[src/rtl/urv_defs.sv]
// urv_defs: register map and CTRL bit layout shared by uRV timer peripherals.
package urv_defs;
  localparam logic [1:0] TIMER_CMP_LO = 2'd0;
  localparam logic [1:0] TIMER_CMP_HI = 2'd1;
  localparam logic [1:0] TIMER_CTRL   = 2'd2;
  localparam logic [1:0] TIMER_PERIOD = 2'd3;
  localparam int TIMER_CTRL_EN   = 0;
  localparam int TIMER_CTRL_PER  = 1;
  localparam int TIMER_CTRL_IE   = 2;
  localparam int TIMER_CTRL_PEND = 3;
  localparam int TIMER_CTRL_OVR  = 4;
endpackage

[src/rtl/urv_timer_cmp.sv]
// urv_timer_cmp: machine-timer compare unit with one-shot and auto-reload modes.
module urv_timer_cmp
  import urv_defs::*;
#(
  parameter int g_time_width = 40
) (
  input  logic                    clk_i,
  input  logic                    rst_i,
  input  logic [g_time_width-1:0] time_i,
  input  logic                    wr_i,
  input  logic                    rd_i,
  input  logic [1:0]              addr_i,
  input  logic [31:0]             wdata_i,
  output logic [31:0]             rdata_o,
  output logic                    ack_o,
  output logic                    irq_o
);
  logic [g_time_width-1:0] cmp_q;
  logic [31:0] shadow_q, period_q, rdata_q;
  logic en_q, per_q, ie_q, pend_q, ovr_q, armed_q, ack_q;
  logic match, commit, wr_ctrl;
  logic [31:0] rd_mux;

  assign match   = en_q && armed_q && (time_i >= cmp_q);
  assign commit  = wr_i && addr_i == TIMER_CMP_HI;
  assign wr_ctrl = wr_i && addr_i == TIMER_CTRL;
  assign rd_mux  = addr_i == TIMER_CMP_LO ? cmp_q[31:0] :
                   addr_i == TIMER_CMP_HI ? 32'(cmp_q[g_time_width-1:32]) :
                   addr_i == TIMER_CTRL   ? {27'd0, ovr_q, pend_q, ie_q, per_q, en_q} :
                   period_q;

  always_ff @(posedge clk_i or negedge rst_i) begin
    if (!rst_i) begin
      cmp_q    <= '1;
      shadow_q <= '0;
      period_q <= '0;
      en_q     <= 1'b0;
      per_q    <= 1'b0;
      ie_q     <= 1'b0;
      pend_q   <= 1'b0;
      ovr_q    <= 1'b0;
      armed_q  <= 1'b1;
      rdata_q  <= '0;
      ack_q    <= 1'b0;
    end else begin
      ack_q <= wr_i | rd_i;
      if (rd_i) rdata_q <= rd_mux;
      if (wr_i && addr_i == TIMER_CMP_LO) shadow_q <= wdata_i;
      if (wr_i && addr_i == TIMER_PERIOD) period_q <= wdata_i;
      if (wr_ctrl) begin
        en_q  <= wdata_i[TIMER_CTRL_EN];
        per_q <= wdata_i[TIMER_CTRL_PER];
        ie_q  <= wdata_i[TIMER_CTRL_IE];
        if (wdata_i[TIMER_CTRL_PEND]) pend_q <= 1'b0;
        if (wdata_i[TIMER_CTRL_OVR]) ovr_q <= 1'b0;
      end
      // A commit discards any fire against the old compare value
      if (commit) begin
        cmp_q   <= {wdata_i[g_time_width-33:0], shadow_q};
        armed_q <= 1'b1;
      end else if (match) begin
        pend_q <= 1'b1;
        if (pend_q && !(wr_ctrl && wdata_i[TIMER_CTRL_PEND])) ovr_q <= 1'b1;
        if (per_q && period_q != '0) cmp_q <= cmp_q + g_time_width'(period_q);
        else armed_q <= 1'b0;
      end
    end
  end

  assign rdata_o = rdata_q;
  assign ack_o   = ack_q;
  assign irq_o   = pend_q & ie_q;
endmodule

[config.mk]
export PLATFORM = sky130hd
export DESIGN_NAME = urv_timer_cmp
export DESIGN_NICKNAME = d
export VERILOG_FILES = /design/src/rtl/urv_defs.sv /design/src/rtl/urv_timer_cmp.sv
export SDC_FILE = /design/constraint.sdc
export NUM_CORES = 1
export LEC_CHECK = 0
export CAP_MARGIN = 20
export CORE_MARGIN = 4
export CORE_UTILIZATION = 44
export CTS_BUF_LIST = sky130_fd_sc_hd__clkbuf_4 sky130_fd_sc_hd__clkbuf_8
export DETAILED_ROUTE_END_ITERATION = 7
export PLACE_DENSITY = 0.66
export SETUP_SLACK_MARGIN = 0.5
export SYNTH_ARGS = -nofsm -noshare
export SYNTH_HDL_FRONTEND = slang
export SYNTH_SLANG_ARGS = --single-unit
[constraint.sdc]
create_clock -name clk_i -period 4 [get_ports clk_i]
set_clock_uncertainty 0.2 [all_clocks]
set_input_delay 1.2 -clock clk_i [delete_from_list [all_inputs] [get_ports clk_i]]
set_output_delay 1.2 -clock clk_i [all_outputs]
set_load 0.05 [all_outputs]
==> impl_metrics.csv <==
group,metric,value,unit
final_layout,design_area,11580,sq um
die,rows,52,
setup_path,cpMaxStageDelayCell,"or3_1",
synth,syn_area,8994,sq um
synth,synth_mux_area_share,10.91,%
final_layout,post-route-util,57.41,%
synth,synth-simple-area-share,13.58,%
final_layout,area_growth,28.76,%
drt,wl_per_cell,19.10,microns
drt,antenna_left,0,
global_route,grt_pass1_vias,7689,
sta,setup_ws,582.2,ps
synth,synth_fa_ha_area_share,10.24,%
synth,synth.area.top_cells,"dfrtp_1, dfstp_2, ha_1, mux2_2, a21oi_1",
placed_design,portBuffers,111,
sta,final-hold-violation-count,0,
synth,synth-seq-cells,143,
drt,drt_first_pass_iters,5,
cts,ctsHoldBuffers,0,
final_layout,drive_gt1_share,25.81,%
sta,max_freq,292.6,MHz
power,p_per_area,686.8,nW/um^2
sta,finalSetupViolCount,0,
placed_design,hpwl,18.84,mm
sta,drv_slew,0,
sta,slew_headroom,49.66,%
setup_path,crit_path_cell_trace,"dlymetal6s2s_1 -> ha_1 -> nand4_1 -> nor4_2 -> buf_4 -> nand2_4 -> nor3_4 -> a211oi_4 -> or3_1 -> a221o_1 -> a211oi_2",
drt,num_vias,7737,
setup_path,crit_type,"input pin to flip-flop",
global_route,grt_start_max_net_pins,72,
setup_path,arrival,3590,ps
outcome,status,"finished, final reports clean",
sta,worst_pin_slew,752.9,ps
synth,ys_types,68,
final_layout,nFillCells,1759,
sta,period_needed,3418,ps
power,power,7953,uW
final_layout,fin_nets,1216,
global_route,grt_usage,22.92,%
setup_path,crit_required,4180,ps
drt,drtIter0Drc,569,
die,die_y,151.0,microns
die,die_w,151.0,microns
synth,synth-xor-area-share,2.435,%
setup_path,endpoint_kind,"flip-flop",
global_route,grt_pass1_wl,40.85,mm
drt,via_per_inst,5.744,
global_route,antenna_found_initial,0,
power,max-vdd-ir-drop,0.0003144,V
power,p_leak,0.005061,uW
synth,synth_edf_count,0,
cts,ctsLongestPathBuffers,2,
placed_design,gp_congestion,0.8983,
placed_design,dpl-instance-area,10580,sq um
min_path,hp-class,"flip-flop to flip-flop",
die,initial_core_util,44.59,%
sta,rsz0062_at_grt,"false",
cts,cts_root_buf,"clkbuf_8",
synth,synth_top_cell_by_area,"dfrtp_1",
synth,synth_top_family_by_area,"compound AO/OA/AOI/OAI gates",
setup_path,slowest_delay,380,ps
drt,drt_drc_violations_left,0,
cts,clkSinkCount,143,
cts,cts_tree,"yes",
synth,synthFlopType,"dfrtp_1",
flow_run,max-cap-violations,0,
global_route,grt_overflow_total,0,
die,coreArea,20170,sq um
final_layout,layout_common_cells,"dfrtp_1, nand2_1, a21oi_1",
synth,synth_top_area_share,28.38,%
drt,routed_wl,25.73,mm
synth,async_flop_share,100.0,%
placed_design,post-place-ws,-285.8,ps
cts,cts_buffers,17,
synth,ys_seq_area_share,40.36,%
synth,synth_cells,937,
synth,syn_nets,1088,
die,dieArea,22790,sq um
synth,synth_compound_area_share,18.29,%
final_layout,diodes,0,
cts,clock_latency,460,ps
cts,clkTransAtPathRegs,80,ps
sta,timing.final.crit_share,85.44,%
setup_path,critPathMaxFanout,6,
setup_path,cp-start-kind,"input pin",
die,ioPinCount,112,
cts,cts_max_level,4,
synth,postSynthAreaPerCell,9.598,sq um
synth,ys_warn_count,0,
final_layout,layout_commonest_cell,"dfrtp_1",
## state kept, by name, summed over array words and instances, names as in the netlist, 32 cells and up
name and flops:
cmp_q 40, shadow_q 32, rdata_o 32, period_q 32
## through the flow
step	hold WS (ps)	setup TNS [ps]	instances
after floorplan	246.3	0	937
after global placement	259.8	-5339	1309
after detailed placement	262.9	-6902	1309
after CTS	274.2	0	1344
after global routing	298.7	0	1347
final	276.0	0	1347
## cells by family after synthesis
| group | count (synthesis) |
|---|---|
| compound gates | 253 |
| xor+xnor | 25 |
| fa+ha+maj | 73 |
| buf+inv | 97 |
| flops | 143 |
| mux | 83 |
| simple gates | 263 |
## cell usage after synthesis (11+ instances only)
master / n
o21ai_0: 41
clkbuf_1: 34
a21oi_1: 82
xnor2_1: 15
nand2_1: 86
nand4_1: 15
nor2_1: 71
a31oi_1: 20
a21o_1: 11
nor3_1: 20
inv_1: 50
a22oi_1: 26
nor4_1: 18
nand3_1: 19
ha_1: 72
dfrtp_1: 102
a211oi_1: 12
mux2_2: 70
dfstp_2: 41
## layout make-up
cell class / instances / area, sq um / share of cell area (%)
Clock inverter: 11 / 257.7 / 2.226
Tap cell: 270 / 337.8 / 2.917
Clock buffer: 20 / 275.3 / 2.377
Multi-Input combinational cell: 697 / 5431 / 46.90
Sequential cell: 143 / 3630 / 31.35
Inverter: 50 / 187.7 / 1.621
Timing Repair Buffer: 156 / 1460 / 12.61
## what timing repair did
action                                  in CTS  in global routing
pin swaps                                   43                 47
endpoints found under the setup margin      42                 43
resized for setup                           55                 88
setup buffers                                4                  3
## final timing paths
| check | from | end | slack (ps) | cells after the start |
|---|---|---|---|---|
| max in group asynchronous | rst_i | cmp_q[27]$_DFFE_PN1P_ | 2250 | 2 |
| setup reg to reg | period_q[0]$_DFFE_PN0P_ | cmp_q[34]$_DFFE_PN1P_ | 650 | 10 |
| hold / removal | shadow_q[6]$_DFFE_PN0P_ | cmp_q[6]$_DFFE_PN1P_ | 280 | 2 |
| hold reg to reg | shadow_q[6]$_DFFE_PN0P_ | cmp_q[6]$_DFFE_PN1P_ | 280 | 2 |
| min in group asynchronous | rst_i | period_q[9]$_DFFE_PN0P_ | 550 | 1 |
| setup / recovery | time_i[34] | cmp_q[34]$_DFFE_PN1P_ | 580 | 11 |
## metal layers
| layer | vias up | GRT usage, % | wire length [microns] |
|---|---|---|---|
| li1 | 3691 | - | - |
| met1 | 3797 | 31.38 | 11770 |
| met2 | 212 | 37.37 | 12200 |
| met3 | 37 | 3.471 | 1149 |
| met4 | 0 | 7.570 | 608 |
| met5 | - | 0 | 0 |
## where the power goes
group	total [uW]	internal (uW)	switching [uW]
registers	2360	1960	402
clock network	1540	976	560
logic	4050	1750	2300
total	7950	4690	3270
## critical path: cells and delay by family
kind	cells	cell delay [ps]
and+or+nand+nor	5	1120
AOI/OAI and AO/OA	3	680
buffers and inverters	2	290
adders and majority gates	1	290
(Power assumes the default switching activity.)
